### config.mk
export PLATFORM = sky130hd
export DESIGN_NAME = id_stage
export DESIGN_NICKNAME = d
export VERILOG_FILES = /design/src/rtl/id_stage.sv
export SDC_FILE = /design/constraint.sdc
export NUM_CORES = 1
export LEC_CHECK = 0
export CORE_UTILIZATION = 29
export DETAILED_ROUTE_END_ITERATION = 6
export SYNTH_ARGS = -nofsm -noshare
export SYNTH_HDL_FRONTEND = slang
export SYNTH_SLANG_ARGS = --single-unit
### constraint.sdc
create_clock -name clk -period 3.15 [get_ports clk]
set_input_delay 0.63 -clock clk [delete_from_list [all_inputs] [get_ports clk]]
set_output_delay 0.63 -clock clk [all_outputs]
set_load 0.1 [all_outputs]
### src/rtl/id_stage.sv
// MIPS-subset instruction decode stage with registered valid/ready output bundle.
// Optional EX/MEM operand forwarding is enabled by defining ID_FWD_EN.
module id_stage #(
    parameter int DATA_W   = 32,
    parameter int ADDR_W   = 32,
    parameter int REG_AW   = 5,
    parameter int ALUOP_W  = 8,
    parameter int ALUSEL_W = 3
) (
    input  logic                clk,
    input  logic                rst,
    input  logic                flush,
    input  logic                in_valid,
    output logic                in_ready,
    input  logic [ADDR_W-1:0]   pc_i,
    input  logic [31:0]         inst_i,
    output logic                re1_o,
    output logic                re2_o,
    output logic [REG_AW-1:0]   raddr1_o,
    output logic [REG_AW-1:0]   raddr2_o,
    input  logic [DATA_W-1:0]   data1_i,
    input  logic [DATA_W-1:0]   data2_i,
    input  logic                ex_we_i,
    input  logic [REG_AW-1:0]   ex_waddr_i,
    input  logic [DATA_W-1:0]   ex_wdata_i,
    input  logic                ex_is_load_i,
    input  logic                mem_we_i,
    input  logic [REG_AW-1:0]   mem_waddr_i,
    input  logic [DATA_W-1:0]   mem_wdata_i,
    output logic                out_valid,
    input  logic                out_ready,
    output logic [ADDR_W-1:0]   pc_o,
    output logic [ALUOP_W-1:0]  aluop_o,
    output logic [ALUSEL_W-1:0] alusel_o,
    output logic [DATA_W-1:0]   rdata_1_o,
    output logic [DATA_W-1:0]   rdata_2_o,
    output logic [DATA_W-1:0]   store_data_o,
    output logic                we_o,
    output logic [REG_AW-1:0]   waddr_o
);

    localparam logic [ALUSEL_W-1:0] SEL_NOP   = ALUSEL_W'(0);
    localparam logic [ALUSEL_W-1:0] SEL_LOGIC = ALUSEL_W'(1);
    localparam logic [ALUSEL_W-1:0] SEL_ARITH = ALUSEL_W'(4);
    localparam logic [ALUSEL_W-1:0] SEL_LS    = ALUSEL_W'(7);

    localparam logic [ALUOP_W-1:0] OP_AND = ALUOP_W'(8'h24);
    localparam logic [ALUOP_W-1:0] OP_OR  = ALUOP_W'(8'h25);
    localparam logic [ALUOP_W-1:0] OP_XOR = ALUOP_W'(8'h26);
    localparam logic [ALUOP_W-1:0] OP_LW  = ALUOP_W'(8'hE3);
    localparam logic [ALUOP_W-1:0] OP_SW  = ALUOP_W'(8'hEB);

    logic [5:0]        opcode;
    logic [5:0]        funct;
    logic [REG_AW-1:0] rs;
    logic [REG_AW-1:0] rt;
    logic [REG_AW-1:0] rd;
    logic [15:0]       imm;

    assign opcode = inst_i[31:26];
    assign funct  = inst_i[5:0];
    assign rs     = REG_AW'(inst_i[25:21]);
    assign rt     = REG_AW'(inst_i[20:16]);
    assign rd     = REG_AW'(inst_i[15:11]);
    assign imm    = inst_i[15:0];

    logic                unused_shamt;
    assign unused_shamt = ^inst_i[10:6];

    logic                dec_re1;
    logic                dec_re2;
    logic [ALUOP_W-1:0]  dec_aluop;
    logic [ALUSEL_W-1:0] dec_alusel;
    logic                dec_we;
    logic [REG_AW-1:0]   dec_waddr;
    logic                use_imm;
    logic                is_store;
    logic [DATA_W-1:0]   imm_val;

    always_comb begin
        dec_re1    = 1'b0;
        dec_re2    = 1'b0;
        dec_aluop  = '0;
        dec_alusel = SEL_NOP;
        dec_we     = 1'b0;
        dec_waddr  = '0;
        use_imm    = 1'b0;
        is_store   = 1'b0;
        imm_val    = '0;
        case (opcode)
            6'h00: begin
                case (funct)
                    6'h24, 6'h25, 6'h26, 6'h21, 6'h23: begin
                        dec_re1    = 1'b1;
                        dec_re2    = 1'b1;
                        dec_aluop  = ALUOP_W'(funct);
                        dec_alusel = (funct == 6'h21 || funct == 6'h23) ? SEL_ARITH : SEL_LOGIC;
                        dec_we     = 1'b1;
                        dec_waddr  = rd;
                    end
                    default: ;
                endcase
            end
            6'h0C, 6'h0D, 6'h0E: begin
                dec_re1    = 1'b1;
                dec_aluop  = (opcode == 6'h0C) ? OP_AND : (opcode == 6'h0D) ? OP_OR : OP_XOR;
                dec_alusel = SEL_LOGIC;
                dec_we     = 1'b1;
                dec_waddr  = rt;
                use_imm    = 1'b1;
                imm_val    = {{(DATA_W-16){1'b0}}, imm};
            end
            6'h0F: begin
                dec_aluop  = OP_OR;
                dec_alusel = SEL_LOGIC;
                dec_we     = 1'b1;
                dec_waddr  = rt;
                use_imm    = 1'b1;
                imm_val    = {imm, {(DATA_W-16){1'b0}}};
            end
            6'h23: begin
                dec_re1    = 1'b1;
                dec_aluop  = OP_LW;
                dec_alusel = SEL_LS;
                dec_we     = 1'b1;
                dec_waddr  = rt;
                use_imm    = 1'b1;
                imm_val    = {{(DATA_W-16){imm[15]}}, imm};
            end
            6'h2B: begin
                dec_re1    = 1'b1;
                dec_re2    = 1'b1;
                dec_aluop  = OP_SW;
                dec_alusel = SEL_LS;
                use_imm    = 1'b1;
                is_store   = 1'b1;
                imm_val    = {{(DATA_W-16){imm[15]}}, imm};
            end
            default: ;
        endcase
    end

    assign re1_o    = dec_re1;
    assign re2_o    = dec_re2;
    assign raddr1_o = rs;
    assign raddr2_o = rt;

`ifdef ID_FWD_EN
    // A load in EX has no data yet, so only non-load EX results are forwarded.
    function automatic logic [DATA_W-1:0] src_val(input logic [REG_AW-1:0] addr,
                                                  input logic [DATA_W-1:0] rf);
        if (addr == '0)
            return '0;
        else if (ex_we_i && !ex_is_load_i && ex_waddr_i == addr)
            return ex_wdata_i;
        else if (mem_we_i && mem_waddr_i == addr)
            return mem_wdata_i;
        else
            return rf;
    endfunction

    function automatic logic src_hazard(input logic [REG_AW-1:0] addr);
        return (addr != '0) && ex_we_i && ex_is_load_i && (ex_waddr_i == addr);
    endfunction
`else
    function automatic logic [DATA_W-1:0] src_val(input logic [REG_AW-1:0] addr,
                                                  input logic [DATA_W-1:0] rf);
        return (addr == '0) ? '0 : rf;
    endfunction

    // Without forwarding, any pending write to a source must retire first.
    function automatic logic src_hazard(input logic [REG_AW-1:0] addr);
        return (addr != '0) &&
               ((ex_we_i && ex_waddr_i == addr) || (mem_we_i && mem_waddr_i == addr));
    endfunction

    logic unused_fwd;
    assign unused_fwd = ^{ex_is_load_i, ex_wdata_i, mem_wdata_i};
`endif

    logic              hazard;
    logic [DATA_W-1:0] src1;
    logic [DATA_W-1:0] src2;
    logic [DATA_W-1:0] op1;
    logic [DATA_W-1:0] op2;
    logic [DATA_W-1:0] sdata;

    assign hazard = (dec_re1 && src_hazard(rs)) || (dec_re2 && src_hazard(rt));
    assign src1   = dec_re1 ? src_val(rs, data1_i) : '0;
    assign src2   = dec_re2 ? src_val(rt, data2_i) : '0;
    assign op1    = src1;
    assign op2    = use_imm ? imm_val : src2;
    assign sdata  = is_store ? src2 : '0;

    assign in_ready = ((!out_valid) || out_ready) && !hazard && !flush;

    always_ff @(posedge clk or negedge rst) begin
        if (!rst) begin
            out_valid    <= 1'b0;
            pc_o         <= '0;
            aluop_o      <= '0;
            alusel_o     <= '0;
            rdata_1_o    <= '0;
            rdata_2_o    <= '0;
            store_data_o <= '0;
            we_o         <= 1'b0;
            waddr_o      <= '0;
        end else if (flush) begin
            out_valid <= 1'b0;
        end else if (in_valid && in_ready) begin
            out_valid    <= 1'b1;
            pc_o         <= pc_i;
            aluop_o      <= dec_aluop;
            alusel_o     <= dec_alusel;
            rdata_1_o    <= op1;
            rdata_2_o    <= op2;
            store_data_o <= sdata;
            we_o         <= dec_we;
            waddr_o      <= dec_waddr;
        end else if (out_ready) begin
            out_valid <= 1'b0;
        end
    end

endmodule

==> metrics, run 1 <==
critical path peak fanout=4; CTS root buf=clkbuf_16; clk slew on worst S/H paths=0.07 ns; skew final=0.0129 ns; synth warn=0; Logic pwr share=31.1%; Synth Cell Area=0.00683 mm^2; Num CTS Buffers=17; Chip Height=155 um; Pins Over Slew Limit=0; Nets=1,123; maxcap violations=0; Placer Congestion=0.769; Worst Max-Slew Pin Slew=0.723 ns; worst rel slew slack=51.8%; flops & latches, synth=145; core region area=0.0228 mm^2; unrepaired setup endpoints after global routing=false; Peak VDD IR=0.326 mV; syn nets=793; CP required=2.52 ns; FF-to-FF path depth=6; syn avg cell area=11.7 um^2; outcome=finished, final reports clean; DR WL/cell=16.8 um; Detailed Route WL=20.9 mm; # IOs=369; pin count of the biggest net entering global routing=68; CTS sink cnt=145; Vias/cell=4.41; Seq pwr share=35.4%; Die Area=0.0242 mm^2; Finished Cell Area=0.0107 mm^2; DP HPWL=15.6 mm; worst min path class=in -> async; global route total overflow=0; clock power share=33.5%; Critical Path AT=2.40 ns; Final Critical Period=3.03 ns; power density over the cells=542 mW/mm^2; Mapped Cells=583; DR iter-0 viols=138; port buffer count=303; synth-to-layout area growth=56.6%; Clock Latency Late Sink=0.42 ns; placed insts=1,206; DRT Pass-1 Iters=4; H-tree depth=4; sw power=2.26 mW; number of vias in the routed layout=5,458; startpoint types=input pin; Post-Layout Cell Count=1,239; remaining antenna violation count=0; Die X=155 um; first-pass GRT wire length=32.3 mm; antenna cells=0; Leak=5.26 nW; setup TNS=0 ns; sequential area share after synthesis=53.1%; Rows=55; total track usage=17.6%; initial core utilization=29.9%; hold_ws=0.0722 ns; Achievable Freq=330 MHz; type of the worst setup path=in -> out; clk buf depth=2; vias in the first global route=5,721; Placed Area=0.0101 mm^2; CTS tree=done; Critical Path End Type=output pin; share of layout cells above drive strength 1=27.8%; Tcrit/Tclk final=96.2%; Internal=3.53 mW; Final Hold Viols=0; synth unique cells=38; final-report setup violation count=0; switching portion of total power=39.0%; initial antenna violation count=0; DRC=0
metal layers:
| metal | track usage, % | part of all wire [%] | up-vias |
|---|---|---|---|
| li1 | - | - | 2616 |
| met1 | 21.4 | 42 | 2638 |
| met2 | 30.2 | 50 | 181 |
| met3 | 4.32 | 5.4 | 23 |
| met4 | 6.35 | 2.1 | 0 |
| met5 | 0 | 0 | - |
sequential cells by signal (all words and copies together), names as in the netlist, 3 cells and up:
signal        count
store_data_o     32
rdata_2_o        32
alusel_o          3
aluop_o           7
rdata_1_o        32
pc_o             32
waddr_o           5
power by group through the flow:
| stage | Sequential, mW | Combinational (mW) | Clock, mW |
|---|---|---|---|
| 6_report | 2.05 | 1.80 | 1.94 |
| 5_1_grt | 2.06 | 1.87 | 2.09 |
| 4_1_cts | 2.05 | 1.82 | 2.01 |
| 3_5_place_dp | 2.08 | 1.81 | 0 |
| 3_3_place_gp | 2.08 | 1.81 | 0 |
| 2_1_floorplan | 2.99 | 0.315 | 0 |
cells by family (layout without fill, tap and decap cells):
family                 count (synthesis)  after routing  synth area share [%]
XOR/XNOR                              20             20                  2.57
AND/OR/NAND/NOR                      113            113                  7.44
buffers and inverters                111            454                  7.99
AO/OA/AOI/OAI                         51             51                  6.52
multiplexers                         143            143                  22.4
flip-flops                           145            145                  53.1
final cells by class:
| cell class | count | area (um^2) |
|---|---|---|
| timing repair buffer | 353 | 3160 |
| fill | 2212 | 12200 |
| clock buffer | 17 | 425 |
| inverter | 69 | 259 |
| clock inverter | 15 | 125 |
| multi-input combinational | 327 | 2700 |
| sequential | 145 | 3630 |
| tap | 313 | 392 |
synth_stat cells:
cell      instances  area (um^2)
mux2i_1          67          671
nor2_1            8         30.0
buf_4            19          143
nand3b_1          1         7.51
nor2b_1           1         6.26
buf_2             4         20.0
dfrtp_1         145         3630
a211oi_2          1         12.5
o22ai_1           2         12.5
nand2b_1          3         18.8
a21o_1            1         7.51
nor2_4            1         11.3
mux2_2            7         78.8
nand3_2           1         10.0
or2_1             3         18.8
nand4_1           5         31.3
clkbuf_1         12         45.0
o21ai_1           3         15.0
o21bai_1          1         7.51
o21a_1            1         7.51
nand2_1          76          285
buf_6             7         78.8
a221o_1          15          150
and3_1            1         6.26
xnor2_1          20          175
o21ai_0           1         5.00
a22o_1           22          193
or4_1             1         7.51
and2_1            4         25.0
inv_1            69          259
o22ai_2           1         12.5
nor3_1            2         10.0
nor4b_2           1         15.0
o311ai_0          1         8.76
nand3_1           5         25.0
a21oi_1           1         5.00
o221ai_1          1         8.76
mux2_1           69          777
critical path, stage by stage:
cell and delay, ns:
clkdlybuf4s50_1 0.47, nor4b_4 0.30, buf_4 0.17, nand3_4 0.11
o21bai_4 0.21, nand3_1 0.11, and3_1 0.23, buf_12 0.17
placed cells by master, fill, tap and decap left out, drive strengths merged:
master / netlist / routed
buf: 30 / 210
dfrtp: 145 / 145
clkdlybuf4s50: 0 / 142
inv: 69 / 79
nand2: 76 / 76
mux2: 76 / 76
mux2i: 67 / 67
a22o: 22 / 22
xnor2: 20 / 20
clkbuf: 12 / 17
a221o: 15 / 15
nor2: 9 / 9
nand3: 6 / 6
nand4: 5 / 5
and2: 4 / 4
o21ai: 4 / 4
or2: 3 / 3
nand2b: 3 / 3
clkinv: 0 / 3
o22ai: 3 / 3
nor3: 2 / 2
clkinvlp: 0 / 2
nor4b: 1 / 1
nand3b: 1 / 1
a21o: 1 / 1
o21bai: 1 / 1
nor2b: 1 / 1
or4: 1 / 1
o221ai: 1 / 1
and3: 1 / 1
a211oi: 1 / 1
o21a: 1 / 1
a21oi: 1 / 1
o311ai: 1 / 1
dlymetal6s2s: 0 / 1
timing repair:
action                                  CTS  global route
gates resized for setup                   1             3
pin swaps                                 3             2
hold buffers                              0             0
endpoints found under the setup margin    1             1
setup buffers                             1             0
stage by stage:
stage               utilization (%)  setup WS [ns]  power (mW)
global placement               44.2        -0.0289        3.89
CTS                            46.7         0.0239        5.87
detailed placement             44.2        -0.0610        3.90
finish                         46.8          0.120        5.79
floorplan                         -          0.154        3.30
global route                   46.8         0.0244        6.02
final timing paths:
check,slack [ns],start,end
min,0.07,rst,store_data_o[16]$_DFFE_PN0P_
max,0.12,inst_i[29],in_ready
min reg2reg,0.49,aluop_o[4]$_DFFE_PN0P_,aluop_o[4]$_DFFE_PN0P_
max reg2reg,1.51,out_valid$_DFFE_PN0P_,pc_o[8]$_DFFE_PN0P_
min in group clk,0.49,aluop_o[4]$_DFFE_PN0P_,aluop_o[4]$_DFFE_PN0P_
max in group asynchronous,2.40,rst,pc_o[6]$_DFFE_PN0P_
Power figures use the tool's default switching activity.
==> run 2, diff against run 1 <==
- SETUP_SLACK_MARGIN: default -> 0.1
==> run 2 against run 1 <==
- utilization is 0.071 points higher
- clock power hardly changed
- cell count stayed put
- routed wire length hardly changed
- sequential share of layout area is 0.051 points lower
- flip-flop and latch count stayed put
- non-clock buffer count stayed put
- setup slack better by 0.084 ns
- combinational power hardly changed
- worst hold slack hardly changed
- critical endpoint unchanged
- largest cell class unchanged
- largest power group unchanged
==> metrics, run 2 (synthesis gave the netlist of run 1 again) <==
Crit path buffers/inverters=2; most frequent cells in the layout=buf_4 (197), dfrtp_1 (145), clkdlybuf4s50_1 (140); r2r endpoint=pc_o[8]$_DFFE_PN0P_; core region area=0.0228 mm^2; Placer Congestion=0.769; Num CTS Buffers=17; Die X=155 um; DRC=0; Die Area=0.0242 mm^2; slowest stage cell on the critical path=clkdlybuf4s50_1; critical path's largest stage delay=0.45 ns; placed insts=1,206; Final Hold Viols=0; clk slew on worst S/H paths=0.07 ns; Critical Path AT=2.32 ns; FF-to-FF path depth=6; skew final=0.0129 ns; Pins Over Slew Limit=0; vias in the first global route=5,722; Tcrit/Tclk final=93.5%; DP HPWL=15.6 mm; Detailed Route WL=20.9 mm; DR iter-0 viols=141; pin count of the biggest net entering global routing=68; unrepaired setup endpoints after global routing=false; DR WL/cell=16.9 um; power density over the cells=541 mW/mm^2; initial antenna violation count=0; Final Critical Period=2.95 ns; Worst Max-Slew Pin Slew=0.737 ns; Peak VDD IR=0.327 mV; share of layout cells above drive strength 1=28.0%; worst-path cell chain=clkdlybuf4s50_1, nor3_1, nand3_4, o21bai_4, nand3_1, and3_4, buf_12; Post-Layout Cell Count=1,239; # IOs=369; number of vias in the routed layout=5,457; crit path launch=inst_i[31]; outcome=finished, final reports clean; R2R setup slack=1.50 ns; Nets=1,123; startpoint types=input pin; Clock Latency Late Sink=0.42 ns; Rows=55; DRT Pass-1 Iters=4; H-tree depth=4; Reg-to-Reg Start=out_valid$_DFFE_PN0P_; CTS Hold Bufs=0; commonest non-fill, non-tap cell in the layout=buf_4; final-report setup violation count=0; worst rel slew slack=50.9%; clk buf depth=2; Vias/cell=4.40; setup TNS=0 ns; synth-to-layout area growth=56.8%; maxcap violations=0; critical path peak fanout=4; Worst Slack Setup Final=0.204 ns; remaining antenna violation count=0; initial core utilization=29.9%; type of the worst setup path=in -> out; port buffer count=303; total track usage=17.6%; Chip Height=155 um; CTS root buf=clkbuf_16; Top delay family on crit path=simple AND/OR/NAND/NOR gates; CTS tree=done; first-pass GRT wire length=32.3 mm; CTS sink cnt=145; hold_ws=0.0724 ns; Leak=5.28 nW; global route total overflow=0; CP required=2.52 ns; Critical Path End Type=output pin; pre-CTS WS=-0.0610 ns; Achievable Freq=339 MHz; antenna cells=0; worst min path class=in -> async
-- run 2: changes by cell type in the layout (fill, tap and decap cells not counted) --
cell / previous run / this run
and3_1: 1 / 0
and3_4: 0 / 1
clkdlybuf4s50_1: 142 / 140
dlymetal6s2s_1: 1 / 3
o22ai_1: 2 / 1
o22ai_2: 1 / 2
-- run 2: routing by layer --
layer	GRT usage, %	vias up	wire length (um)
li1	-	2618	-
met1	21.4	2634	8840
met2	30.2	182	10500
met5	0	-	0
met3	4.32	23	1130
met4	6.35	0	444
-- run 2: report_power, final --
part | switching, mW | leakage [nW] | total [mW] | internal, mW
clock | 0.903 | 0.271 | 1.94 | 1.04
combinational | 1.29 | 3.07 | 1.80 | 0.509
sequential | 0.0633 | 1.94 | 2.05 | 1.98
-- run 2: worst max-delay path by stage --
stage / to / cells past startpoint
2_1_floorplan: in_ready / 5
3_3_place_gp: in_ready / 8
3_5_place_dp: pc_o[27]$_DFFE_PN0P_ / 10
4_1_cts: in_ready / 8
5_1_grt: in_ready / 8
6_report: in_ready / 7
-- run 2: through the flow --
step | cell area [um^2] | utilization, % | power, mW
after floorplan | 6840 | - | 3.30
after global placement | 10100 | 44.2 | 3.89
after detailed placement | 10100 | 44.2 | 3.90
after CTS | 10700 | 46.8 | 5.87
after global routing | 10700 | 46.9 | 6.02
final | 10700 | 46.9 | 5.79
-- run 2: area by class of cell --
type | instances | area [um^2]
clock buffer | 17 | 425
clock inverter | 15 | 125
fill | 2208 | 12100
inverter | 69 | 259
multi-input combinational | 327 | 2710
sequential | 145 | 3630
tap | 313 | 392
timing repair buffer | 353 | 3170
-- run 2: worst reg2reg max path, stage by stage (launching register included) --
cell and delay (ns):
dfrtp_1 0.38, nand2b_1 0.09, nor2b_1 0.18, nand4_1 0.15, buf_4 0.19, buf_12 0.17
mux2_1 0.35
-- run 2: timing repair --
item                       in CTS  in global routing
buffers inserted                1                  0
resized for setup               3                  5
pin swaps                       3                  2
setup endpoints to repair       1                  2
